===== src/rtl/oled_spi_rx_pkg.sv =====
// rtl/oled_spi_rx_pkg.sv - shared opcodes, argument counts and decoder states
package oled_spi_rx_pkg;

   // Command decoder states
   typedef enum logic [1:0] {
      S_OP   = 2'd0,
      S_ARG0 = 2'd1,
      S_ARG1 = 2'd2
   } state_t;

   // Argument-count encodings as reported on cmd_nargs
   localparam logic [1:0] NARGS_0 = 2'd0;
   localparam logic [1:0] NARGS_1 = 2'd1;
   localparam logic [1:0] NARGS_2 = 2'd2;

   // Panel opcodes the decoder knows about
   localparam logic [7:0] OP_SET_CONTRAST = 8'h81;
   localparam logic [7:0] OP_CHARGE_PUMP  = 8'h8D;
   localparam logic [7:0] OP_PRECHARGE    = 8'hD9;
   localparam logic [7:0] OP_COM_PINS     = 8'hDA;
   localparam logic [7:0] OP_ADDR_MODE    = 8'h20;
   localparam logic [7:0] OP_CLK_DIV      = 8'hD5;
   localparam logic [7:0] OP_MUX_RATIO    = 8'hA8;
   localparam logic [7:0] OP_DISP_OFFSET  = 8'hD3;
   localparam logic [7:0] OP_COL_ADDR     = 8'h21;
   localparam logic [7:0] OP_PAGE_ADDR    = 8'h22;
   localparam logic [7:0] OP_DISP_ON      = 8'hAF;
   localparam logic [7:0] OP_DISP_OFF     = 8'hAE;

   localparam logic [7:0] CONTRAST_RESET  = 8'h7F;

   // Number of argument bytes that follow a given opcode
   function automatic logic [1:0] nargs_of(input logic [7:0] op);
      case (op)
         OP_SET_CONTRAST, OP_CHARGE_PUMP, OP_PRECHARGE, OP_COM_PINS,
         OP_ADDR_MODE, OP_CLK_DIV, OP_MUX_RATIO, OP_DISP_OFFSET:
            nargs_of = NARGS_1;
         OP_COL_ADDR, OP_PAGE_ADDR:
            nargs_of = NARGS_2;
         default:
            nargs_of = NARGS_0;
      endcase
   endfunction

endpackage


===== src/rtl/spi_rx_shift.sv =====
// rtl/spi_rx_shift.sv - input synchronizers, sclk/cs edge detect and byte assembly
module spi_rx_shift (
   input  logic       clk,
   input  logic       rst,
   input  logic       cs,
   input  logic       sclk,
   input  logic       sdo,
   input  logic       dc,
   input  logic       res,
   input  logic       vdd,
   input  logic       vbat,
   output logic       soft_rst,
   output logic       vdd_s,
   output logic       vbat_s,
   output logic       byte_done,
   output logic [7:0] done_data,
   output logic       done_dc,
   output logic       frame_abort,
   output logic       byte_valid,
   output logic [7:0] byte_data,
   output logic       byte_dc
);

   // Idle levels for {cs, sclk, sdo, dc, res, vdd, vbat}: deselected, sclk high, panel out of reset
   localparam logic [6:0] SYNC_IDLE = 7'b1100100;

   logic [6:0] sync_meta;
   logic [6:0] sync_out;
   logic       cs_s, sclk_s, sdo_s, dc_s, res_s;
   logic       cs_q, sclk_q;
   logic       sclk_rise, cs_rise, cs_fall;
   logic [2:0] bit_cnt;
   logic [6:0] shreg;

   assign cs_s   = sync_out[6];
   assign sclk_s = sync_out[5];
   assign sdo_s  = sync_out[4];
   assign dc_s   = sync_out[3];
   assign res_s  = sync_out[2];
   assign vdd_s  = sync_out[1];
   assign vbat_s = sync_out[0];

   assign soft_rst  = ~res_s;
   assign sclk_rise = sclk_s & ~sclk_q;
   assign cs_rise   = cs_s & ~cs_q;
   assign cs_fall   = ~cs_s & cs_q;

   // The eighth rising edge of a byte completes it; the top decodes on this same strobe
   assign byte_done   = ~soft_rst & ~cs_s & ~cs_fall & sclk_rise & (bit_cnt == 3'd7);
   assign done_data   = {shreg, sdo_s};
   assign done_dc     = dc_s;
   assign frame_abort = ~soft_rst & cs_rise & (bit_cnt != 3'd0);

   // Two-flop synchronizers for every asynchronous panel-side input
   always_ff @(posedge clk or posedge rst) begin
      if (rst) begin
         sync_meta <= SYNC_IDLE;
         sync_out  <= SYNC_IDLE;
      end else begin
         sync_meta <= {cs, sclk, sdo, dc, res, vdd, vbat};
         sync_out  <= sync_meta;
      end
   end

   // Shift in sdo MSB first on sclk rising edges and publish each completed byte
   always_ff @(posedge clk or posedge rst) begin
      if (rst) begin
         cs_q       <= 1'b1;
         sclk_q     <= 1'b1;
         bit_cnt    <= 3'd0;
         shreg      <= 7'd0;
         byte_valid <= 1'b0;
         byte_data  <= 8'd0;
         byte_dc    <= 1'b0;
      end else begin
         cs_q       <= cs_s;
         sclk_q     <= sclk_s;
         byte_valid <= 1'b0;
         if (soft_rst) begin
            bit_cnt   <= 3'd0;
            shreg     <= 7'd0;
            byte_data <= 8'd0;
            byte_dc   <= 1'b0;
         end else if (cs_s || cs_fall) begin
            bit_cnt <= 3'd0;
         end else if (sclk_rise) begin
            shreg   <= {shreg[5:0], sdo_s};
            bit_cnt <= bit_cnt + 3'd1;
            if (byte_done) begin
               byte_valid <= 1'b1;
               byte_data  <= done_data;
               byte_dc    <= done_dc;
            end
         end
      end
   end

endmodule


===== src/rtl/oled_spi_rx.sv =====
// rtl/oled_spi_rx.sv - OLED SPI receiver with command decoder and panel status tracking
module oled_spi_rx
   import oled_spi_rx_pkg::*;
(
   input  logic        clk,
   input  logic        rst,
   input  logic        cs,
   input  logic        sclk,
   input  logic        sdo,
   input  logic        dc,
   input  logic        res,
   input  logic        vdd,
   input  logic        vbat,
   output logic        byte_valid,
   output logic [7:0]  byte_data,
   output logic        byte_dc,
   output logic        cmd_valid,
   output logic [7:0]  cmd_op,
   output logic [7:0]  cmd_arg0,
   output logic [7:0]  cmd_arg1,
   output logic [1:0]  cmd_nargs,
   output logic        disp_on,
   output logic        charge_pump,
   output logic [7:0]  contrast,
   output logic [15:0] data_count,
   output logic        frame_err,
   output logic        seq_err,
   output logic        pwr_err
);

   logic       soft_rst, vdd_s, vbat_s;
   logic       byte_done, done_dc, frame_abort;
   logic [7:0] done_data;

   state_t     state;
   logic [7:0] pend_op, pend_arg0;

   logic       fin;
   logic [7:0] fin_op, fin_arg0, fin_arg1;
   logic [1:0] fin_nargs;

   spi_rx_shift u_shift (
      .clk         (clk),
      .rst         (rst),
      .cs          (cs),
      .sclk        (sclk),
      .sdo         (sdo),
      .dc          (dc),
      .res         (res),
      .vdd         (vdd),
      .vbat        (vbat),
      .soft_rst    (soft_rst),
      .vdd_s       (vdd_s),
      .vbat_s      (vbat_s),
      .byte_done   (byte_done),
      .done_data   (done_data),
      .done_dc     (done_dc),
      .frame_abort (frame_abort),
      .byte_valid  (byte_valid),
      .byte_data   (byte_data),
      .byte_dc     (byte_dc)
   );

   // Work out whether the byte completing now finishes a command, and with which fields
   always_comb begin
      fin       = 1'b0;
      fin_op    = done_data;
      fin_arg0  = 8'd0;
      fin_arg1  = 8'd0;
      fin_nargs = NARGS_0;
      if (byte_done && !done_dc) begin
         case (state)
            S_OP: begin
               fin = (nargs_of(done_data) == NARGS_0);
            end
            S_ARG0: begin
               if (nargs_of(pend_op) == NARGS_1) begin
                  fin       = 1'b1;
                  fin_op    = pend_op;
                  fin_arg0  = done_data;
                  fin_nargs = NARGS_1;
               end
            end
            S_ARG1: begin
               fin       = 1'b1;
               fin_op    = pend_op;
               fin_arg0  = pend_arg0;
               fin_arg1  = done_data;
               fin_nargs = NARGS_2;
            end
            default: fin = 1'b0;
         endcase
      end
   end

   // Decoder FSM plus the command, status and sticky error registers it drives
   always_ff @(posedge clk or posedge rst) begin
      if (rst) begin
         state       <= S_OP;
         pend_op     <= 8'd0;
         pend_arg0   <= 8'd0;
         cmd_valid   <= 1'b0;
         cmd_op      <= 8'd0;
         cmd_arg0    <= 8'd0;
         cmd_arg1    <= 8'd0;
         cmd_nargs   <= NARGS_0;
         disp_on     <= 1'b0;
         charge_pump <= 1'b0;
         contrast    <= CONTRAST_RESET;
         data_count  <= 16'd0;
         frame_err   <= 1'b0;
         seq_err     <= 1'b0;
         pwr_err     <= 1'b0;
      end else begin
         cmd_valid <= 1'b0;
         if (frame_abort) frame_err <= 1'b1;
         if (soft_rst) begin
            // Panel reset: drop any pending command but keep error history and data count
            state       <= S_OP;
            pend_op     <= 8'd0;
            pend_arg0   <= 8'd0;
            cmd_op      <= 8'd0;
            cmd_arg0    <= 8'd0;
            cmd_arg1    <= 8'd0;
            cmd_nargs   <= NARGS_0;
            disp_on     <= 1'b0;
            charge_pump <= 1'b0;
            contrast    <= CONTRAST_RESET;
         end else if (byte_done) begin
            if (vdd_s) pwr_err <= 1'b1;
            if (done_dc) begin
               // Display data; arriving mid-command means the command was cut short
               if (data_count != 16'hFFFF) data_count <= data_count + 16'd1;
               if (state != S_OP) seq_err <= 1'b1;
               state <= S_OP;
            end else begin
               case (state)
                  S_OP: begin
                     pend_op <= done_data;
                     if (nargs_of(done_data) != NARGS_0) state <= S_ARG0;
                  end
                  S_ARG0: begin
                     pend_arg0 <= done_data;
                     state     <= (nargs_of(pend_op) == NARGS_1) ? S_OP : S_ARG1;
                  end
                  default: state <= S_OP;
               endcase
            end
            if (fin) begin
               cmd_valid <= 1'b1;
               cmd_op    <= fin_op;
               cmd_arg0  <= fin_arg0;
               cmd_arg1  <= fin_arg1;
               cmd_nargs <= fin_nargs;
               case (fin_op)
                  OP_DISP_ON: begin
                     disp_on <= 1'b1;
                     if (vbat_s || !charge_pump) pwr_err <= 1'b1;
                  end
                  OP_DISP_OFF:     disp_on     <= 1'b0;
                  OP_SET_CONTRAST: contrast    <= fin_arg0;
                  OP_CHARGE_PUMP:  charge_pump <= fin_arg0[2];
                  default:         ;
               endcase
            end
         end
      end
   end

endmodule


===== config.mk =====
export PLATFORM = sky130hd
export DESIGN_NAME = oled_spi_rx
export DESIGN_NICKNAME = d
export VERILOG_FILES = /design/src/rtl/oled_spi_rx_pkg.sv /design/src/rtl/spi_rx_shift.sv /design/src/rtl/oled_spi_rx.sv
export SDC_FILE = /design/constraint.sdc
export NUM_CORES = 1
export LEC_CHECK = 0
export CAP_MARGIN = 40
export CELL_PAD_IN_SITES_DETAIL_PLACEMENT = 1
export CELL_PAD_IN_SITES_GLOBAL_PLACEMENT = 1
export CORE_MARGIN = 3
export CORE_UTILIZATION = 46
export CTS_CLUSTER_SIZE = 20
export DETAILED_ROUTE_END_ITERATION = 10
export PLACE_DENSITY = 0.9
export RECOVER_POWER = 50
export SLEW_MARGIN = 20
export SYNTH_ARGS = -nofsm -noshare
export SYNTH_HDL_FRONTEND = slang
export SYNTH_SLANG_ARGS = --single-unit
export TNS_END_PERCENT = 50

===== constraint.sdc =====
create_clock -name clk -period 7.5 [get_ports clk]
set_clock_uncertainty 0.1 [all_clocks]
set_input_delay 2.25 -clock clk [delete_from_list [all_inputs] [get_ports clk]]
set_output_delay 2.25 -clock clk [all_outputs]
set_load 0.1 [all_outputs]

==> results of run 1 <==
## final timing paths
path	from	end	slack, ns	cells after the start
max reg2reg	u_shift.sync_out[2]	contrast[4]	2.49	8
max in group asynchronous	rst	contrast[3]	2.97	4
min	u_shift.sync_meta[4]	u_shift.sync_out[4]	0.25	0
min in group asynchronous	rst	u_shift.sync_out[3]	2.78	2
min reg2reg	u_shift.sync_meta[4]	u_shift.sync_out[4]	0.25	0
max	u_shift.sync_out[2]	contrast[4]	2.49	8
## Yosys cell counts (2+ instances only)
cell type   n
a21oi_1    37
a22o_1      2
a22oi_1     7
a31oi_1     3
a32oi_1     2
a41oi_1     2
and2_1      3
and3_1      7
and4_1      3
buf_6       4
clkbuf_1   24
clkbuf_8    2
dfrtp_1    95
dfstp_2    15
ha_1        9
inv_1      16
mux2_2      5
mux2i_1    14
nand2_1    92
nand2b_1    5
nand3_1    17
nand4_1     7
nor2_1     35
nor2b_1     4
nor3_1      2
nor4_1      2
o21a_1      2
o21ai_0    36
o22ai_1     3
o31a_1      2
o31ai_1     4
or2_2       3
or2b_2      3
xnor2_1    13
xor2_1      4
## cell type report
| cell class | instances | area [um2] |
|---|---|---|
| Clock buffer | 10 | 239 |
| Tap cell | 140 | 175 |
| Sequential cell | 110 | 2770 |
| Inverter | 16 | 61.3 |
| Multi-Input combinational cell | 362 | 2230 |
| Fill cell | 1152 | 3610 |
| Timing Repair Buffer | 146 | 1850 |
| Clock inverter | 5 | 45.0 |
## cell families (layout without fill, tap and decap cells)
| group | after synthesis | after routing | share of synthesized area (%) |
|---|---|---|---|
| AOI/OAI and AO/OA | 115 | 115 | 14.0 |
| xor gates and xnor gates | 17 | 17 | 2.84 |
| adders and majority gates | 9 | 9 | 2.15 |
| buffers and inverters | 48 | 177 | 4.54 |
| DFF | 110 | 110 | 52.9 |
| muxes | 19 | 19 | 3.75 |
| and+or+nand+nor | 202 | 202 | 19.8 |
## metal layers
layer	wire, um	GRT usage [%]
met3	787	4.33
met1	6880	32.9
met4	518	8.41
met5	0	0
met2	10300	53.4
## sequential cells by signal, summed over array words and instances, names as in the netlist, 2 cells and up
name and cells:
u_shift.shreg 7, u_shift.bit_cnt 3, u_shift.byte_data 8, pend_op 8, cmd_arg0 8, pend_arg0 8, u_shift.sync_out 7, data_count 16
u_shift.sync_meta 7, contrast 8, state 2, cmd_arg1 8, cmd_op 8, cmd_nargs 2
## power breakdown
| group | switching [uW] | internal, uW |
|---|---|---|
| Sequential | 9.53 | 600 |
| Clock | 236 | 238 |
| Combinational | 38.6 | 16.8 |
| Total | 284 | 855 |
## stage by stage
step | instance area, um2 | utilization, % | power [uW] | cells | hold WS, ns
5_1_grt | 7380 | 67.2 | 1170 | 789 | 0.267
6_report | 7380 | 67.2 | 1140 | 789 | 0.252
2_1_floorplan | 5240 | - | 653 | 520 | 0.231
4_1_cts | 7360 | 67.0 | 1130 | 787 | 0.257
3_3_place_gp | 6000 | 54.7 | 668 | 705 | 0.234
3_5_place_dp | 7080 | 64.4 | 676 | 772 | 0.238
## placed cells by master, fill, tap and decap left out, types with 4 or more instances in the layout
master	instances
clkbuf_1	5
clkdlybuf4s50_1	66
xor2_1	4
nand4_1	7
a22oi_1	7
dlygate4sd3_1	8
nand3_1	17
a21oi_1	37
and3_1	7
dfrtp_1	95
nor2_1	35
o31ai_1	4
mux2_2	5
buf_16	7
mux2i_1	14
inv_1	15
nor2b_1	4
buf_8	60
nand2b_1	5
clkbuf_16	9
xnor2_1	13
o21ai_0	36
dfstp_2	12
nand2_1	92
ha_1	9
==> out/metrics.yaml, run 1 <==
floorplan:
  die_height_um: 113
  start_util_pct: 47.7
  core_mm2: 0.0110
  ios: 75
  dieArea_mm2: 0.0127
  num_rows: 38
  die_w_um: 113
placement:
  dp_worst_setup_slack_ns: 3.33
  hpwl_um: 12300
  place.gp.congestion: 0.877
  port-buffer-count: 74
synthesis:
  yosys.cell_types.count: 71
  synth_area_leader_cell: "dfrtp_1"
  syn_area_per_cell_um2: 10.1
  yosysSeqAreaShare_pct: 52.9
  synth_top_area_share_pct: 45.4
  synth_edf_count: 0
  synthTopCellsByArea: "dfrtp_1 (45%), dfstp_2 (7.5%), nand2_1 (6.6%)"
  synthArstFlopShare_pct: 100
  ys_warn_count: 0
  syn_nets: 538
  synth-seq-cells: 110
  ys.flop_type: "dfrtp_1"
  syn_inst: 520
  syn_area_mm2: 0.00524
clock_tree:
  clk_pin_slew_worst_paths_ns: 0.08
  clk-insertion-delay-late_ns: 0.35
  tritoncts: "built"
  cts_resized: 0
  cts_max_path_buffers: 2
  cts_setup_buffers: 0
  clockRootBuffer: "clkbuf_16"
  cts_hold_buf: 0
  h-tree-depth: 3
  numCtsBuffers: 9
  cts_num_sinks: 110
power:
  vdd_drop_max_mv: 0.114
  power.leakage_uw: 0.00314
  power.density_mw_per_mm2: 154
status:
  violations: "capacitance limit, slew limit"
  outcome: "finished, violations left"
timing:
  setup_ws_ns: 2.49
  slew_headroom_pct: -27.7
  tightestPinTransition_ns: 1.91
  max_freq_mhz: 200
  finalHoldViolations: 0
  min_period_over_period_pct: 66.7
  setup_viol: 0
  finalSetupTns_ns: 0
  fin_crit_ns: 5.01
  rsz0062_at_grt: "false"
  drv_slew: 76
detailed_routing:
  drtPass1Iterations: 5
  drtIter0Drc: 333
  drt-total-wl_um: 18500
  dr_total_vias: 4599
  postRouteAntennaNets: 0
  post-route-drc-count: 0
  via_per_inst: 5.83
  wl_per_cell_um: 23.4
critical_path:
  critPathBufInv: 1
  critPathSlowestCell: "dfstp_1"
  cp.required_ns: 7.64
  worstPathMaxFanout: 36
  slowest_delay_ns: 1.41
  cp_top_family: "simple AND/OR/NAND/NOR gates"
  arrival_ns: 5.15
  critical_path_class: "flop to flop"
  endpoint_kind: "flop"
  crit_chain: "nor2b_1 > and3_1 > nand2b_1 > a31oi_4 > clkbuf_1 > and3b_2 > nand4_4 > mux2i_1"
  startpoint_type: "flop"
final_layout:
  n_antenna_cell: 0
  drive_gt1_share_pct: 18.8
  syn_to_final_growth_pct: 40.7
  nets: 663
global_route:
  grt_start_max_net_pins: 68
  grt_use_total_pct: 28.3
  grt_pass1_vias: 5086
  grt_overflow: 0
  antenna_found_initial: 0
  grt_pass1_wl_um: 28000
min_path:
  worstHoldPathType: "flop to flop"
job:
  cap_viol_max_count: 2
(Power assumes the default switching activity.)
==> run 2, diff against run 1 <==
--- a/config.mk
+++ b/config.mk
@@ -9,10 +9,10 @@
 export CELL_PAD_IN_SITES_DETAIL_PLACEMENT = 1
 export CELL_PAD_IN_SITES_GLOBAL_PLACEMENT = 1
 export CORE_MARGIN = 3
-export CORE_UTILIZATION = 46
+export CORE_UTILIZATION = 42
 export CTS_CLUSTER_SIZE = 20
 export DETAILED_ROUTE_END_ITERATION = 10
-export PLACE_DENSITY = 0.9
+export PLACE_DENSITY = 0.83
 export RECOVER_POWER = 50
 export SLEW_MARGIN = 20
 export SYNTH_ARGS = -nofsm -noshare
==> constraint.sdc (replaced) <==
create_clock -name clk -period 4.7 [get_ports clk]
set_clock_uncertainty 0.1 [all_clocks]
set_input_delay 1.41 -clock clk [delete_from_list [all_inputs] [get_ports clk]]
set_output_delay 1.41 -clock clk [all_outputs]
set_load 0.1 [all_outputs]
==> run 2 against run 1 <==
- sequential share of layout area shrank 0.38 points
- final cell count grew 4.1%
- largest power group unchanged
- via count shrank 4.4%
- utilization shrank 5.6 points
- combinational power grew 60%
- die area grew 9.0%
- global-route usage shrank 4.2 points
- total power grew 66%
- critical path depth shrank 5
- the flow still finishes with violations (capacitance limit, slew limit)
- sequential power grew 59%
- non-clock buffer count grew 3
==> out/metrics.yaml, run 2 (synthesis results as in run 1) <==
critical_path:
  arrival_ns: 3.94  # -1.21 ns
  cp.required_ns: 5.04  # -2.60 ns
  worstPathMaxFanout: 46  # +28%
  endpoint_kind: "asynchronous set/reset pin"
  critical_path_class: "primary input to asynchronous set/reset pin"
  startpoint_type: "primary input"
final_layout:
  largest_register_ffs: 16  # unchanged
  final_cell_mix: "dfrtp_1 (95), nand2_1 (92), clkdlybuf4s50_1 (66), buf_8 (63), a21oi_1 (37)"
  syn_to_final_growth_pct: 42.2
  multiInputGateArea_mm2: 0.00223  # unchanged
  final_common_cell: "dfrtp_1"
  top_register: "data_count"
  drive_gt1_share_pct: 19.9  # +1.1 points
  n_antenna_cell: 0  # unchanged
  fillers: 1271  # +10%
  seq_area_mm2: 0.00277  # unchanged
  nets: 666  # +0.45%
power:
  power_switching_share_pct: 22.9  # -2.0 points
  p_int_uw: 1460  # +70%
  switchingPower_uw: 434  # +52%
  p_seq_share_pct: 51.3  # -2.2 points
  power.density_mw_per_mm2: 254  # +64%
  power.leakage_uw: 0.00318  # +1.3%
  vdd_drop_max_mv: 0.222  # +95%
  combPwrFrac_pct: 4.7  # -0.2 points
  p_clk_share_pct: 44.0  # +2.4 points
placement:
  place.gp.congestion: 0.891  # +1.7%
  dp_worst_setup_slack_ns: 1.12  # -2.20 ns
  port-buffer-count: 74  # unchanged
  hpwl_um: 11700  # -4.7%
detailed_routing:
  drt-total-wl_um: 16000  # -13%
  drtIter0Drc: 262  # -21%
  drtPass1Iterations: 4  # -1
  via_per_inst: 5.36  # -8.1%
  wl_per_cell_um: 19.5  # -17%
  post-route-drc-count: 0  # unchanged
  postRouteAntennaNets: 0  # unchanged
  dr_total_vias: 4398  # -4.4%
clock_tree:
  clockRootBuffer: "clkbuf_16"
  clk_pin_slew_worst_paths_ns: 0.07  # about the same
  cts_max_path_buffers: 2  # unchanged
  h-tree-depth: 3  # unchanged
  cts_resized: 0  # unchanged
  numCtsBuffers: 9  # unchanged
  cts_num_sinks: 110  # unchanged
  tritoncts: "built"
  cts_setup_buffers: 0  # unchanged
  cts_hold_buf: 0  # unchanged
  clk-insertion-delay-late_ns: 0.36  # about the same
timing:
  max_freq_mhz: 278
  finalHoldViolations: 0  # unchanged
  setup_ws_ns: 1.11  # -1.39 ns
  rsz0062_at_grt: "false"
  fin_crit_ns: 3.59
  slew_headroom_pct: -43.0  # -15 points
  tightestPinTransition_ns: 2.13  # +0.227 ns
  drv_slew: 47  # -38%
  finalSetupTns_ns: 0  # unchanged
  min_period_over_period_pct: 76.4
  setup_viol: 0  # unchanged
global_route:
  grt_pass1_wl_um: 26500  # -5.3%
  antenna_found_initial: 0  # unchanged
  grt_start_max_net_pins: 47  # -31%
  grt_use_total_pct: 24.0  # -4.2 points
  grt_overflow: 0  # unchanged
  grt_pass1_vias: 4897  # -3.7%
floorplan:
  die_w_um: 118  # +4.4%
  num_rows: 40  # +5.3%
  die_height_um: 118  # +4.4%
  core_mm2: 0.0121  # +10%
  start_util_pct: 43.3  # -4.4 points
  dieArea_mm2: 0.0139  # +9.0%
  ios: 75  # unchanged
status:
  outcome: "finished, violations left"
  violations: "capacitance limit, slew limit"
job:
  cap_viol_max_count: 1  # -1
min_path:
  worstHoldPathType: "flop to flop"
==> run 2: worst max-delay path, cell delays in order <==
cell and delay [ns]:
dlygate4sd3_1 0.57, clkinvlp_2 1.24, clkbuf_2 0.70
==> run 2: power by group through the flow <==
stage	clock (uW)	combinational (uW)	sequential, uW
final	833	88.9	969
after global routing	884	98.5	970
after CTS	843	91.1	970
after detailed placement	0	90.4	988
after global placement	0	83.4	986
after floorplan	0	51.0	992
==> run 2: layout make-up <==
cell class	instances	share of cell area (%)
sequential	110	37.2
multi-input combinational	362	29.9
timing repair buffer	149	24.9
clock buffer	10	3.07
tap	168	2.82
clock inverter	6	1.28
inverter	16	0.823
==> run 2: path summary, 6_finish.rpt <==
check                                startpoint                   to  slack (ns)  depth (start not counted)
max                                         rst              pwr_err        1.11                          3
min                        u_shift.sync_meta[1]  u_shift.sync_out[1]        0.25                          0
max reg2reg                 u_shift.sync_out[5]          contrast[0]        1.20                          8
min reg2reg                u_shift.sync_meta[1]  u_shift.sync_out[1]        0.25                          0
max in group clk            u_shift.sync_out[5]          contrast[0]        1.20                          8
min in group asynchronous                   rst             state[0]        2.00                          2
==> run 2: layer usage <==
metal	share of wire, %	GRT usage, %
met2	52	41.4
met5	0	0
met3	4.8	5.91
met4	2.1	7.62
met1	41	29.7
==> run 2: through the flow <==
stage          hold slack, ns  instances  utilization [%]  total power [uW]  cell area [um2]
2_1_floorplan           0.231        520                -              1040             5240
3_3_place_gp            0.233        737             50.1              1070             6070
3_5_place_dp            0.240        803             58.6              1080             7100
4_1_cts                 0.249        819             61.3              1900             7420
5_1_grt                 0.266        821             61.5              1950             7450
6_report                0.245        821             61.5              1890             7450
